File: src/rtl/wb_branch_unit.sv
// Writeback / branch-resolve stage at the tail of the EX delay line.
// Registers regfile write data and HI/LO, and turns taken branches into a one-cycle PC redirect plus a wrong-path flush.
module wb_branch_unit #(
  parameter int DATA_WIDTH     = 32,
  parameter int REG_ADDR_WIDTH = 5,
  parameter int IM_ADDR_WIDTH  = 16,
  parameter int FLUSH_CYCLES   = 3
) (
  input  logic                      clk,
  input  logic                      rst,
  input  logic [REG_ADDR_WIDTH-1:0] rd_addr_i,
  input  logic                      regwrite_i,
  input  logic                      regwriteui_i,
  input  logic [1:0]                regwritehilo_i,
  input  logic                      sr_i,
  input  logic                      cmpsel_i,
  input  logic                      branchen_i,
  input  logic [2:0]                branchtype_i,
  input  logic [IM_ADDR_WIDTH-1:0]  branchtarget_i,
  input  logic [36:0]               p_i,
  input  logic [3:0]                dm_re_i,
  input  logic [DATA_WIDTH-1:0]     dm_regfile_data_i,
  output logic                      wr_en_o,
  output logic [REG_ADDR_WIDTH-1:0] wr_addr_o,
  output logic [DATA_WIDTH-1:0]     wr_data_o,
  output logic [DATA_WIDTH-1:0]     hi_o,
  output logic [DATA_WIDTH-1:0]     lo_o,
  output logic                      redirect_o,
  output logic [IM_ADDR_WIDTH-1:0]  redirect_pc_o,
  output logic                      flush_o
);

  localparam logic [0:0] IDLE       = 1'b0;
  localparam logic [0:0] FLUSH      = 1'b1;
  localparam logic [3:0] FLUSH_LOAD = 4'(FLUSH_CYCLES);

  logic [0:0] state;
  logic [3:0] flush_cnt;

  function automatic logic [DATA_WIDTH-1:0] load_sel(input logic [3:0] re,
                                                     input logic [DATA_WIDTH-1:0] w);
    logic [DATA_WIDTH-1:0] r;
    r = w;
    case (re)
      4'b0011: r = DATA_WIDTH'(w[15:0]);
      4'b1100: r = DATA_WIDTH'(w[31:16]);
      4'b0001: r = DATA_WIDTH'(w[7:0]);
      4'b0010: r = DATA_WIDTH'(w[15:8]);
      4'b0100: r = DATA_WIDTH'(w[23:16]);
      4'b1000: r = DATA_WIDTH'(w[31:24]);
      default: r = w;
    endcase
    return r;
  endfunction

  function automatic logic [DATA_WIDTH-1:0] sext_hi(input logic signed [4:0] v);
    logic signed [DATA_WIDTH-1:0] e;
    e = DATA_WIDTH'(v);
    return e;
  endfunction

  function automatic logic branch_cond(input logic [2:0] bt, input logic z, input logic n);
    logic c;
    c = 1'b0;
    case (bt)
      3'b000:  c = z;
      3'b001:  c = !z;
      3'b010:  c = n;
      3'b011:  c = !n;
      3'b100:  c = !n && !z;
      3'b101:  c = n || z;
      3'b110:  c = 1'b1;
      default: c = 1'b0;
    endcase
    return c;
  endfunction

  // Stage p0: slot qualification, writeback select and branch resolution
  logic                  vld_p0;
  logic                  taken_p0;
  logic [DATA_WIDTH-1:0] wb_data_p0;

  always_comb begin
    vld_p0   = (state != FLUSH);
    taken_p0 = branchen_i && vld_p0 &&
               branch_cond(branchtype_i, (p_i[31:0] == 32'd0), p_i[36]);
    if (dm_re_i != 4'd0)
      wb_data_p0 = load_sel(dm_re_i, dm_regfile_data_i);
    else if (regwriteui_i)
      wb_data_p0 = DATA_WIDTH'({p_i[15:0], 16'h0000});
    else if (cmpsel_i)
      wb_data_p0 = DATA_WIDTH'(p_i[36]);
    else if (sr_i)
      wb_data_p0 = DATA_WIDTH'(p_i[36:5]);
    else
      wb_data_p0 = DATA_WIDTH'(p_i[31:0]);
  end

  // Stage p1: registered writeback, HI/LO, redirect and flush control
  always_ff @(posedge clk or negedge rst) begin
    if (!rst) begin
      wr_en_o       <= 1'b0;
      wr_addr_o     <= '0;
      wr_data_o     <= '0;
      hi_o          <= '0;
      lo_o          <= '0;
      redirect_o    <= 1'b0;
      redirect_pc_o <= '0;
      state         <= IDLE;
      flush_cnt     <= 4'd0;
    end else begin
      wr_en_o    <= regwrite_i && vld_p0;
      wr_addr_o  <= rd_addr_i;
      wr_data_o  <= wb_data_p0;
      redirect_o <= taken_p0;
      if (vld_p0 && regwritehilo_i[0]) lo_o <= DATA_WIDTH'(p_i[31:0]);
      if (vld_p0 && regwritehilo_i[1]) hi_o <= sext_hi(p_i[36:32]);
      if (taken_p0) redirect_pc_o <= branchtarget_i;
      case (state)
        IDLE: begin
          if (taken_p0 && (FLUSH_LOAD != 4'd0)) begin
            state     <= FLUSH;
            flush_cnt <= FLUSH_LOAD;
          end
        end
        default: begin
          // Branches seen here are wrong-path and never reload the counter.
          if (flush_cnt <= 4'd1) begin
            state     <= IDLE;
            flush_cnt <= 4'd0;
          end else begin
            flush_cnt <= flush_cnt - 4'd1;
          end
        end
      endcase
    end
  end

  assign flush_o = (state == FLUSH);

endmodule

File: config.mk
export PLATFORM = sky130hd
export DESIGN_NAME = wb_branch_unit
export DESIGN_NICKNAME = d
export VERILOG_FILES = /design/src/rtl/wb_branch_unit.sv
export SDC_FILE = /design/constraint.sdc
export NUM_CORES = 1
export LEC_CHECK = 0
export ABC_AREA = 1
export BUFFER_PORTS_ARGS = -buffer_cell sky130_fd_sc_hd__buf_4
export CORE_UTILIZATION = 47
export CTS_CLUSTER_SIZE = 10
export DETAILED_ROUTE_END_ITERATION = 10
export PLACE_DENSITY = 0.81
export SLEW_MARGIN = 25
export SYNTH_ARGS = -nofsm -noshare
export SYNTH_HDL_FRONTEND = slang
export SYNTH_SLANG_ARGS = --single-unit
export TNS_END_PERCENT = 10
File: constraint.sdc
create_clock -name clk -period 1.71 [get_ports clk]
set_input_delay 0.342 -clock clk [delete_from_list [all_inputs] [get_ports clk]]
set_output_delay 0.342 -clock clk [all_outputs]
set_load 0.02 [all_outputs]
==> flow_metrics.env, run 1 <==
export IMPL_grt_overflow_total=0
export IMPL_cp_start_kind="input pin"
export IMPL_nNetsFinal=963
export IMPL_pwr_density_cell_nw_per_um2=1310
export IMPL_clockBufferDepth=2
export IMPL_gr_usage_all_layers_pct=32.1
export IMPL_num_rows=36
export IMPL_hold_violations=13
export IMPL_synthTopCellsByArea="dfrtp_1, nand2_1, o21ai_0, inv_1, buf_4"
export IMPL_num_io_pins=226
export IMPL_clock_skew_ps=5.96
export IMPL_vias=5164
export IMPL_drive_gt1_share_pct=35.6
export IMPL_worst_path_max_delay_cell="o21bai_4"
export IMPL_cp_data_arrival_time_ps=1850
export IMPL_cp_slowest_stage_delay_ps=230
export IMPL_place_hpwl_mm=13.9
export IMPL_synth_seq_area_share_pct=49.4
export IMPL_setup_violations=0
export IMPL_syn_nets=730
export IMPL_hp_class="input pin to async pin"
export IMPL_fp_dieArea_sq_um=10900
export IMPL_cp_startpoint="p_i[29]"
export IMPL_core_area_sq_um=9950
export IMPL_r2r_end="hi_o[3]"
export IMPL_cts_sinks=97
export IMPL_fp_dieW_microns=104
export IMPL_maxCapViolCount=0
export IMPL_timing_hold_ws_ps=-14.1
export IMPL_numCtsBuffers=9
export IMPL_synthCells=622
export IMPL_ctsHoldBuffers=0
export IMPL_wl_mm=17.2
export IMPL_violations="negative hold slack"
export IMPL_place_ws_ps=-190
export IMPL_status="finished with violations"
export IMPL_grt_pass1_wl_mm=26.7
export IMPL_tightestPinTransition_ps=535
export IMPL_place_congestion=1.00
export IMPL_postCtsSetupBuffers=0
export IMPL_io_buffers=225
export IMPL_min_period_ps=1540
export IMPL_die_h_microns=104
export IMPL_via_per_inst=5.21
export IMPL_ant_nets=0
export IMPL_yosys_area_top_type="dfrtp_1"
export IMPL_synth_distinct_cells=30
export IMPL_async_reset_ff_share_pct=100
export IMPL_htreeDepth=3
export IMPL_cp_cell_sequence="buf_4, nor2_1, nand2_1, inv_1, nand2_1, nor2_1, nand2_1, nand3_1, nand3_2, o21bai_4, buf_4, nand2_1, nand2_1"
export IMPL_yosysTopAreaCellShare_pct=49.4
export IMPL_finalCritPeriodShare_pct=89.9
export IMPL_instances_no_fill=992
export IMPL_clockRootBuffer="clkbuf_8"
export IMPL_power_leakage_nw=3.82
export IMPL_grt_start_max_net_pins=98
export IMPL_rsz0062_at_grt="no"
export IMPL_syn_area_sq_um=4920
export IMPL_ys_flop_type="dfrtp_1"
export IMPL_wl_per_cell_microns=17.4
export IMPL_path_max_fanout=13
export IMPL_antenna_cells=0
export IMPL_start_util_pct=49.4
export IMPL_cp_required_ps=2020
export IMPL_first_pass_iters=6
export IMPL_fin_total_pwr_mw=9.17
export IMPL_r2r_start="flush_o"
export IMPL_ff2ff_setup_slack_ps=180
export IMPL_worstSetupPathType="input pin to register"
export IMPL_synth_edf_count=0
export IMPL_dp_cells=977
export IMPL_syn_avg_cell_area_sq_um=7.91
export IMPL_final_core_util_pct=70.5
export IMPL_cpMostUsedCell="nand2_1"
export IMPL_clock_fmax_mhz=651
export IMPL_drt_iter0_drc=432
export IMPL_clk_latency_ps=370
export IMPL_grt_antenna_before_repair=1
export IMPL_cts_tree="done"
export IMPL_first_global_vias=5026
export IMPL_syn_to_final_growth_pct=42.6
export IMPL_endpoint="redirect_pc_o[8]"
export IMPL_fin_ws_ps=173
export IMPL_ys_ff_latch=97
export IMPL_slew_violations=0
export IMPL_vdd_ir_drop_worst_mv=0.934
export IMPL_end_kind="register"
export IMPL_yosys_warnings=0
export IMPL_rr_worst_depth=3
export IMPL_drc_errors=0
export IMPL_slew_headroom_pct=64.3
export IMPL_clk_pin_slew_ps=90
## where the power goes
group	internal (mW)	switching [mW]	leakage, nW
logic	1.80	2.56	2.54
registers	2.98	0.426	1.20
clock network	0.601	0.809	0.0874
## worst min path at each step
stage                     cells past startpoint       endpoint
after global routing                          2  wr_data_o[31]
after global placement                        2  wr_data_o[21]
after detailed placement                      2  wr_data_o[21]
after CTS                                     2  wr_data_o[21]
after floorplan                               0   flush_cnt[0]
final                                         2  wr_data_o[21]
## cells in the final DEF (no fill, tap or decap), types with 3 or more instances in the layout
master,synthesis,final
nand4_1,3,3
a221oi_1,7,7
o21ai_0,111,111
dfrtp_1,97,97
nand2_1,162,161
buf_4,28,269
nand3_1,23,23
inv_1,71,71
inv_2,4,4
o211ai_1,3,3
a21oi_1,21,21
clkbuf_8,0,11
nor2_1,46,46
nand2_2,2,3
## critical path: cells and delay by family
| family | cells | cell delay, ps |
|---|---|---|
| buffers and inverters | 3 | 420 |
| AOI/OAI and AO/OA | 1 | 230 |
| and+or+nand+nor | 9 | 850 |
## repair_timing
item	in CTS	in global routing
gates resized for setup	0	1
endpoints found under the setup margin	0	1
hold endpoints to repair	0	0
## synth_stat cells, types with 2 or more instances
cell	count
inv_1	71
buf_6	3
nand3_2	2
a21oi_1	21
nor2_4	2
nand3_1	23
a221oi_1	7
o211ai_1	3
mux2_2	2
nand2_1	162
dfrtp_1	97
nand4_1	3
inv_2	4
nand2_2	2
buf_4	28
o311ai_2	2
xor2_1	2
nor2_1	46
nor2_2	2
o21ai_0	111
ha_1	2
clkinv_1	2
clkbuf_1	18
## flip-flops by register name (all words and copies together) (netlist names)
name / count
flush_cnt: 4
flush_o: 1
hi_o: 5
lo_o: 32
redirect_o: 1
redirect_pc_o: 16
wr_addr_o: 5
wr_data_o: 32
wr_en_o: 1
## area by class of cell
cell class              count  area (sq um)
multi-input cells         398          1890
flip-flops and latches     97          2430
clock inverters             4          28.8
clock buffers              11           151
fillers                   795          2940
inverters                  78           295
well taps                 133           166
repair buffers            271          2060
## per-layer routing
layer	global-route usage, %	vias to the layer above	routed length, microns
met4	12.6	0	458
met3	6.77	37	1420
li1	-	2432	-
met1	41.5	2409	7070
met2	52.5	286	8270
met5	0	-	0
## stage by stage
stage,setup TNS [ps],instance area [sq um],hold WS (ps)
after floorplan,0,4920,46.4
after global placement,-1920,6830,424
after detailed placement,-3410,6830,433
after CTS,0,7010,39.2
after global routing,0,7010,61.3
final,0,7010,-14.1
## cell families (layout without fill, tap and decap cells)
family	count (synthesis)	after routing	synth area share (%)
fa+ha+maj	2	2	0.509
xor+xnor	2	2	0.356
simple gates	243	243	20.1
compound gates	149	149	16.9
buf+inv	127	364	12.3
flops	97	97	49.4
mux	2	2	0.458
(Power assumes the default switching activity.)
==> inputs of run 2 (changes only) <==
Settings changed: ABC_AREA 1 to default, CORE_UTILIZATION 47 to 50, GPL_TIMING_DRIVEN from default to 0, PLACE_DENSITY 0.81 to 0.87.
Clock period 1.71 ns to 1.8 ns, I/O delays scaled along.
==> run 2 against run 1 <==
Net effect:
- wire length shrank 16%
- first-iteration DRC count shrank 49%
- cell count shrank 26%
- flip-flop and latch count is the same
- the run now ends clean
- combinational power grew 13%
- sequential power shrank 2%
- critical endpoint is now redirect_pc_o[3]
- clock skew grew 1.1 ps
- largest cell class unchanged
- register-to-register slack lost 90 ps
==> flow_metrics.env, run 2 <==
export IMPL_status="finished clean"
export IMPL_clk_latency_ps=360
export IMPL_power_leakage_nw=3.26
export IMPL_numCtsBuffers=9
export IMPL_core_area_sq_um=8890
export IMPL_fp_dieW_microns=98.6
export IMPL_yosysMostFrequentCell="dfrtp_1"
export IMPL_cts_tree="done"
export IMPL_yosys_top_cells_count="dfrtp_1, mux2_2, a22oi_1, o21ai_0, buf_4"
export IMPL_cp_data_arrival_time_ps=2000
export IMPL_grt_overflow_total=0
export IMPL_grt_start_max_net_pins=98
export IMPL_synth_distinct_cells=40
export IMPL_gr_usage_all_layers_pct=29.5
export IMPL_yosys_area_top_type="dfrtp_1"
export IMPL_cp_start_kind="input pin"
export IMPL_grt_pass1_wl_mm=21.7
export IMPL_most_common_layout_cells="buf_4, dfrtp_1, mux2_2"
export IMPL_ys_flop_type="dfrtp_1"
export IMPL_die_h_microns=98.6
export IMPL_antenna_cells=0
export IMPL_via_per_inst=5.66
export IMPL_nNetsFinal=725
export IMPL_async_reset_ff_share_pct=100
export IMPL_first_pass_iters=5
export IMPL_drt_iter0_drc=219
export IMPL_ctsHoldBuffers=0
export IMPL_instances_no_fill=730
export IMPL_drc_errors=0
export IMPL_num_io_pins=226
export IMPL_ys_ff_latch=97
export IMPL_fin_total_pwr_mw=9.73
export IMPL_pwr_density_cell_nw_per_um2=1440
export IMPL_tightestPinTransition_ps=871
export IMPL_finalCritPeriodShare_pct=97.6
export IMPL_drive_gt1_share_pct=56.8
export IMPL_syn_to_final_growth_pct=44.5
export IMPL_path_delay_family="simple AND/OR/NAND/NOR gates"
export IMPL_maxCapViolCount=0
export IMPL_wl_per_cell_microns=19.7
export IMPL_clockRootBuffer="clkbuf_8"
export IMPL_place_hpwl_mm=10.9
export IMPL_clock_skew_ps=7.08
export IMPL_cp_cell_sequence="buf_4, nor4_2, nand4_1, a2111o_1, nand2_2, buf_12, mux2_4"
export IMPL_num_rows=34
export IMPL_yosys_warnings=0
export IMPL_worst_path_max_delay_cell="a2111o_1"
export IMPL_worstSetupPathType="input pin to register"
export IMPL_start_util_pct=52.5
export IMPL_synth_seq_area_share_pct=52.0
export IMPL_min_period_ps=1760
export IMPL_finalSetupTns_ps=0
export IMPL_place_congestion=0.930
export IMPL_htreeDepth=3
export IMPL_end_kind="register"
export IMPL_first_global_vias=4098
export IMPL_clock_fmax_mhz=569
export IMPL_syn_area_sq_um=4660
export IMPL_synthCells=380
export IMPL_path_buf_inv=2
export IMPL_hold_violations=0
export IMPL_setup_violations=0
export IMPL_syn_avg_cell_area_sq_um=12.3
export IMPL_slew_violations=0
export IMPL_hp_class="input pin to async pin"
export IMPL_syn_nets=488
export IMPL_ant_nets=0
export IMPL_reg_top3="lo_o (32), wr_data_o (32), redirect_pc_o (16)"
export IMPL_vias=4134
export IMPL_synth_edf_count=0
export IMPL_path_max_fanout=10
export IMPL_yosysTopAreaCellShare_pct=52.0
export IMPL_wl_mm=14.4
export IMPL_vdd_ir_drop_worst_mv=0.831
export IMPL_synthTopCellsByArea="dfrtp_1, mux2_2, mux2_4, a22oi_1, buf_4"
export IMPL_cp_required_ps=2040
export IMPL_clk_pin_slew_ps=90
export IMPL_clockBufferDepth=2
export IMPL_dp_cells=711
export IMPL_grt_antenna_before_repair=0
export IMPL_mostFrequentLayoutCell="buf_4"
export IMPL_slew_headroom_pct=41.9
export IMPL_io_buffers=223
export IMPL_cp_slowest_stage_delay_ps=440
export IMPL_cts_sinks=97
export IMPL_fp_dieArea_sq_um=9720
run 2: cell type report:
class,instances,area (sq um)
sequential,97,2430
fill,666,2150
multi-input combinational,231,1940
timing repair buffer,226,1700
buffer,48,312
clock buffer,12,155
tap,108,135
clock inverter,4,51.3
inverter,4,17.5
run 2: power breakdown:
group          switching (mW)  internal [mW]  leakage, nW  total [mW]
Clock                   0.749          0.720        0.103        1.47
Combinational            2.43           2.50         1.99        4.93
Sequential              0.463           2.87         1.16        3.33
Total                    3.64           6.09         3.26        9.73
run 2: timing repair:
action | CTS | global route
resized for setup | 5 | 6
endpoints found under the setup margin | 80 | 29
gates cloned | 0 | 0
pin swaps | 1 | 2
setup buffers | 0 | 3
run 2: final timing paths:
| kind | slack, ps | depth (start not counted) | startpoint | to |
|---|---|---|---|---|
| max reg2reg | 90 | 4 | flush_o | lo_o[28] |
| min | 40 | 1 | rst | wr_data_o[5] |
| min in group clk | 100 | 1 | rd_addr_i[2] | wr_addr_o[2] |
| max in group asynchronous | 1080 | 1 | rst | flush_o |
| min reg2reg | 520 | 1 | redirect_pc_o[1] | redirect_pc_o[1] |
| max | 40 | 7 | p_i[11] | redirect_pc_o[3] |
run 2: kinds of logic after synthesis:
kind of cell	synth area share, %
buffers and inverters	7.00
adder cells (fa/ha/maj)	0.536
AND/OR/NAND/NOR	5.85
multiplexers	21.6
flip-flops	52.0
AO/OA/AOI/OAI	12.8
XOR/XNOR	0.188
run 2: per-stage QoR:
step | hold slack, ps | instance area (sq um) | utilization (%) | worst slack [ps]
after global placement | 470 | 6470 | 72.8 | -418
after floorplan | 64.4 | 4660 | - | -99.0
final | 42.9 | 6740 | 75.8 | 43.6
after detailed placement | 470 | 6480 | 72.9 | -425
after CTS | 85.7 | 6690 | 75.3 | 18.4
after global routing | 83.9 | 6740 | 75.8 | -12.4
run 2: routing by layer:
layer  vias to the layer above  share of wire, %  global-route usage, %
met1                      1954                39                   37.7
met3                        38               8.6                   5.46
met5                         -                 0                      0
met2                       279                50                   49.7
li1                       1863                 -                      -
met4                         0               2.8                   12.1
